## src/rtl/dense_controller_if.sv

```systemverilog
// dense_controller_if: Avalon-MM bus bundle, used for both the CPU-facing slave port and the SDRAM-facing master port.
interface dense_controller_if #(parameter int AW = 32);
    logic          waitrequest;
    logic [AW-1:0] address;
    logic          read;
    logic          write;
    logic [31:0]   readdata;
    logic [31:0]   writedata;
    modport master(input waitrequest, readdata, output address, read, write, writedata);
    modport slave(output waitrequest, readdata, input address, read, write, writedata);
endinterface

```

## src/rtl/dense_controller.sv

```systemverilog
// dense_controller: computes y = ReLU(W*x + b) on Q8.24 words in SDRAM, configured over an Avalon-MM slave port.
module dense_controller (
    input  logic               clk,
    input  logic               reset,
    dense_controller_if.slave  slv,
    dense_controller_if.master mst
);
    typedef enum logic [2:0] {IDLE, RD_BIAS, RD_W, RD_X, MAC, WR_OUT} state_t;
    state_t state, state_nx;
    logic [31:0] b_base, w_base, x_base, o_base, n, i, j, w_ptr, acc;
    logic signed [31:0] wt, act;
    logic signed [63:0] prod;
    logic busy, cfg_we, start, last_j, last_i, acc_ok, unused;

    assign busy = state != IDLE;
    assign cfg_we = slv.write && !busy;
    assign start = cfg_we && slv.address == 3'd0 && n != 32'd0;
    assign last_j = j == n - 32'd1;
    assign last_i = i == n - 32'd1;
    assign acc_ok = !mst.waitrequest;
    assign prod = 64'(wt) * 64'(act);
    assign unused = ^{prod[63:56], prod[23:0]};
    assign slv.waitrequest = busy && (slv.read || slv.write);

    always_comb
        case (slv.address)
            3'd0:    slv.readdata = {31'b0, busy};
            3'd1:    slv.readdata = b_base;
            3'd2:    slv.readdata = w_base;
            3'd3:    slv.readdata = x_base;
            3'd4:    slv.readdata = o_base;
            3'd5:    slv.readdata = n;
            default: slv.readdata = '0;
        endcase

    always_ff @(posedge clk or posedge reset)
        if (reset) state <= IDLE;
        else       state <= state_nx;

    always_comb begin
        state_nx = state;
        mst.read = state == RD_BIAS || state == RD_W || state == RD_X;
        mst.write = state == WR_OUT;
        mst.writedata = (state == WR_OUT && !acc[31]) ? acc : 32'd0;
        mst.address = state == RD_BIAS ? b_base + i :
                      state == RD_W    ? w_ptr :
                      state == RD_X    ? x_base + j :
                      state == WR_OUT  ? o_base + i : 32'd0;
        case (state)
            IDLE:    state_nx = start ? RD_BIAS : IDLE;
            RD_BIAS: state_nx = acc_ok ? RD_W : RD_BIAS;
            RD_W:    state_nx = acc_ok ? RD_X : RD_W;
            RD_X:    state_nx = acc_ok ? MAC : RD_X;
            MAC:     state_nx = last_j ? WR_OUT : RD_W;
            WR_OUT:  state_nx = !acc_ok ? WR_OUT : last_i ? IDLE : RD_BIAS;
            default: state_nx = IDLE;
        endcase
    end

    always_ff @(posedge clk or posedge reset)
        if (reset) begin
            b_base <= '0;
            w_base <= '0;
            x_base <= '0;
            o_base <= '0;
            n <= '0;
            i <= '0;
            j <= '0;
            w_ptr <= '0;
            acc <= '0;
            wt <= '0;
            act <= '0;
        end else begin
            if (cfg_we && slv.address == 3'd1) b_base <= slv.writedata;
            if (cfg_we && slv.address == 3'd2) w_base <= slv.writedata;
            if (cfg_we && slv.address == 3'd3) x_base <= slv.writedata;
            if (cfg_we && slv.address == 3'd4) o_base <= slv.writedata;
            if (cfg_we && slv.address == 3'd5) n <= slv.writedata;
            if (start) begin
                i <= '0;
                w_ptr <= w_base;
            end
            if (state == RD_BIAS && acc_ok) begin
                acc <= mst.readdata;
                j <= '0;
            end
            // Weights are row-major and visited in order, so one running pointer covers W+i*N+j.
            if (state == RD_W && acc_ok) begin
                wt <= mst.readdata;
                w_ptr <= w_ptr + 32'd1;
            end
            if (state == RD_X && acc_ok) act <= mst.readdata;
            if (state == MAC) begin
                acc <= acc + prod[55:24];
                if (!last_j) j <= j + 32'd1;
            end
            if (state == WR_OUT && acc_ok) i <= i + 32'd1;
        end
endmodule

```

## src/flat_wrapper.sv

```systemverilog
// flat-port wrapper written by rule: the top's interface ports become plain ports
module dense_controller_flat 
  (clk, reset, slv_waitrequest, slv_readdata, slv_address, slv_read, slv_write, slv_writedata, mst_waitrequest, mst_readdata, mst_address, mst_read, mst_write, mst_writedata);
  dense_controller_if #(.AW(3)) slv_i ();
  dense_controller_if mst_i ();
  input  logic clk;
  input  logic reset;
  output wire logic [$bits(slv_i.waitrequest)-1:0] slv_waitrequest;
  output wire logic [$bits(slv_i.readdata)-1:0] slv_readdata;
  input wire logic [$bits(slv_i.address)-1:0] slv_address;
  input wire logic [$bits(slv_i.read)-1:0] slv_read;
  input wire logic [$bits(slv_i.write)-1:0] slv_write;
  input wire logic [$bits(slv_i.writedata)-1:0] slv_writedata;
  input wire logic [$bits(mst_i.waitrequest)-1:0] mst_waitrequest;
  input wire logic [$bits(mst_i.readdata)-1:0] mst_readdata;
  output wire logic [$bits(mst_i.address)-1:0] mst_address;
  output wire logic [$bits(mst_i.read)-1:0] mst_read;
  output wire logic [$bits(mst_i.write)-1:0] mst_write;
  output wire logic [$bits(mst_i.writedata)-1:0] mst_writedata;
  assign slv_waitrequest = slv_i.waitrequest;
  assign slv_readdata = slv_i.readdata;
  assign slv_i.address = slv_address;
  assign slv_i.read = slv_read;
  assign slv_i.write = slv_write;
  assign slv_i.writedata = slv_writedata;
  assign mst_i.waitrequest = mst_waitrequest;
  assign mst_i.readdata = mst_readdata;
  assign mst_address = mst_i.address;
  assign mst_read = mst_i.read;
  assign mst_write = mst_i.write;
  assign mst_writedata = mst_i.writedata;
  dense_controller u_core (.clk(clk), .reset(reset), .slv(slv_i), .mst(mst_i));
endmodule
```

## config.mk

```make
export PLATFORM = sky130hd
export DESIGN_NAME = dense_controller_flat
export DESIGN_NICKNAME = d
export VERILOG_FILES = /design/src/rtl/dense_controller_if.sv /design/src/rtl/dense_controller.sv /design/src/flat_wrapper.sv
export SDC_FILE = /design/constraint.sdc
export NUM_CORES = 2
export LEC_CHECK = 0
export CELL_PAD_IN_SITES_DETAIL_PLACEMENT = 1
export CELL_PAD_IN_SITES_GLOBAL_PLACEMENT = 2
export CORE_ASPECT_RATIO = 2
export CORE_UTILIZATION = 46
export CTS_BUF_LIST = sky130_fd_sc_hd__clkbuf_4 sky130_fd_sc_hd__clkbuf_8
export CTS_CLUSTER_DIAMETER = 60
export DETAILED_ROUTE_END_ITERATION = 7
export GPL_ROUTABILITY_DRIVEN = 1
export GPL_TIMING_DRIVEN = 0
export PLACE_DENSITY = 0.95
export SETUP_SLACK_MARGIN = 0.05
export SLEW_MARGIN = 10
export SYNTH_ARGS = -nofsm -noshare
export SYNTH_HDL_FRONTEND = slang
export SYNTH_SLANG_ARGS = --single-unit
```

## constraint.sdc

```tcl
create_clock -name clk -period 18.41 [get_ports clk]
set_input_delay 2.7615 -clock clk [delete_from_list [all_inputs] [get_ports clk]]
set_output_delay 2.7615 -clock clk [all_outputs]
set_load 0.005 [all_outputs]
```

==> reports/results.ini <==
[run_status]
outcome = finished clean

[logic_synthesis]
syn_area_mm2 = 0.0565
yosys_warnings = 0
syn_area_per_cell_um2 = 9.38
ys_seq_elements = 355
ys.flop_type = dfrtp_1
synth_nets = 7383
synth_area_leader_cell = fa_1
netlist_top_cells_area = fa_1 35%, dfrtp_1 16%, ha_1 6.7%
synth_top_area_share_pct = 34.9
ys_async_sr_fraction_pct = 100
synth_cell_types = 79
synth_edf_count = 0
syn-instance-count = 6022
ys_seq_area_share_pct = 15.7

[sta]
period_share_pct = 81.2
slew_headroom_pct = 3.00
rsz0062_at_grt = no
hold_viol_final = 0
setup_viol = 0
clock_skew_ns = 0.0720
worst_pin_slew_ns = 1.46
drv_slew = 0
setup_tns_ns = 0
post-route-min-period_ns = 14.95
timing.fmax_ghz = 0.0669

[route]
initialDrtViolationCount = 3607
dr.pass1.iters = 8
wl_mm = 294
vias = 50244
drtAntennaViolNets = 0
post-route-drc-count = 0
avgViaCountPerCell = 6.36
wl_per_cell_um = 37.3

[setup_path]
required_ns = 19.12
worstRegToRegCells = 34
worst_setup_path_start_kind = flip-flop
worstPathArrival_ns = 15.66
rr_endpoint = u_core.acc[31]$_DFFE_PP0P_
worstSetupStartpoint = u_core.wt[12]$_DFFE_PP0P_
rr_startpoint = u_core.wt[12]$_DFFE_PP0P_
cp-end-kind = flip-flop
regToRegSetupSlack_ns = 3.46
path_common_cell = fa_1
cp-endpoint = u_core.acc[31]$_DFFE_PP0P_
critPathSlowestCell = o2111ai_1
slowest_delay_ns = 1.19
worstSetupPathType = reg -> reg
path_max_fanout = 10

[global_route]
grt_max_degree = 106
antenna_found_initial = 25
grt_use_total_pct = 49.4
grt_pass1_vias = 57398
grt.overflow.total = 0
grt_pass1_wl_mm = 428

[floorplanning]
fp.dieArea_mm2 = 0.124
rows = 181
die_h_um = 498
fp.coreArea_mm2 = 0.122
ios = 171
fp.dieW_um = 250
start_util_pct = 46.4

[cts]
htree_levels = 2
cts-root-buf = clkbuf_8
cts_resized = 0
cts_tree = done
worstSkewPairLatency_ns = 0.86
ctsHoldBuffers = 0
cts_setup_buffers = 0
numCtsBuffers = 61
clk_pin_slew_ns = 0.08
clock-sinks = 355
cts_buffer_depth = 3

[layout]
final_common_cell = fa_1
drive_above_1_share_pct = 6.01
synthToLayoutAreaGrowth_pct = 9.55
fin_nets = 7623
fill_cells = 13970
final_cell_mix = 985 x fa_1, 926 x inv_1, 801 x nand2_1

[run]
max_cap_violations = 0

[worst_hold_path]
hp-class = reg -> reg
whs_path_depth = 1

[placed_design]
hpwl_mm = 248
gp_congestion = 1.05
place.port_buffers = 167

[how the worst min path moves through the flow]
stage / from / to / slack [ns]
after floorplan: u_core.w_ptr[16]$_DFFE_PP0P_ / u_core.w_ptr[16]$_DFFE_PP0P_ / 0.47
after global placement: u_core.w_ptr[16]$_DFFE_PP0P_ / u_core.w_ptr[16]$_DFFE_PP0P_ / 0.50
after detailed placement: u_core.w_ptr[16]$_DFFE_PP0P_ / u_core.w_ptr[16]$_DFFE_PP0P_ / 0.51
after CTS: u_core.w_ptr[16]$_DFFE_PP0P_ / u_core.w_ptr[16]$_DFFE_PP0P_ / 0.52
after global routing: u_core.w_ptr[15]$_DFFE_PP0P_ / u_core.w_ptr[15]$_DFFE_PP0P_ / 0.53
final: u_core.w_ptr[15]$_DFFE_PP0P_ / u_core.w_ptr[15]$_DFFE_PP0P_ / 0.53
[routing by layer]
| metal | vias to the layer above | part of all wire, % | global-route usage [%] |
|---|---|---|---|
| li1 | 19656 | - | - |
| met1 | 25891 | 26 | 40.3 |
| met2 | 2828 | 51 | 85.3 |
| met3 | 1867 | 6.1 | 13.2 |
| met4 | 2 | 17 | 63.7 |
| met5 | - | 0.0054 | 0.235 |
[synth_stat cells (all sizes together), types with 53 or more instances]
library cell,count
fa,986
inv,927
nand2,801
and2,537
dfrtp,355
ha,303
clkbuf,292
mux2,190
o21ai,186
nor2,168
xnor2,152
a21oi,150
xor2,89
a21o,82
nand3,80
a31oi,54
nor3,53
[critical path, delay by kind of cell, from the launching register on]
family	cells	cell delay, ns
xor gates and xnor gates	2	0.61
buffers and inverters	7	1.73
AOI/OAI and AO/OA	12	5.81
and+or+nand+nor	3	1.05
adders and majority gates	10	4.47
DFF	1	1.05
[registers in the layout, summed over array words and instances, names as in the netlist]
name and flops:
u_core.acc 32, u_core.act 32, u_core.b_base 32, u_core.i 32
u_core.j 32, u_core.n 32, u_core.o_base 32, u_core.w_base 32
u_core.w_ptr 32, u_core.wt 32, u_core.x_base 32, u_core.state 3
[kinds of logic (layout without fill, tap and decap cells)]
family	after synthesis	after routing	share of synthesized area, %
flip-flops	355	355	15.7
adder cells (fa/ha/maj)	1289	1289	41.7
AO/OA/AOI/OAI	766	766	8.97
other	1	34	0.00664
buffers and inverters	1245	1532	8.34
XOR/XNOR	253	253	4.22
AND/OR/NAND/NOR	1872	1872	16.4
multiplexers	241	241	4.69
[area by class of cell]
type / count / area, µm² / share of cell area, %
diodes: 33 / 82.6 / 0.133
plain buffers: 318 / 1250 / 2.03
clock buffers: 83 / 1090 / 1.76
clock inverters: 27 / 327 / 0.528
inverters: 927 / 3490 / 5.64
multi-input cells: 4422 / 43000 / 69.5
flip-flops and latches: 355 / 8880 / 14.4
well taps: 1555 / 1950 / 3.14
repair buffers: 177 / 1810 / 2.92
[through the flow]
stage / std cells / setup slack (ns) / utilization, % / hold slack (ns) / instance area (µm²)
final: 7897 / 3.46 / 50.9 / 0.530 / 61900
after global routing: 7872 / 3.67 / 50.8 / 0.532 / 61800
after CTS: 7863 / 3.16 / 50.7 / 0.521 / 61700
after detailed placement: 7753 / 3.24 / 49.6 / 0.512 / 60300
after global placement: 7744 / -0.0176 / 49.4 / 0.501 / 60100
after floorplan: 6022 / 5.80 / - / 0.469 / 56500
Power is left out: the tool's default activity adds up to more than one toggle a clock period on the data nets, which glitch-free logic cannot reach.
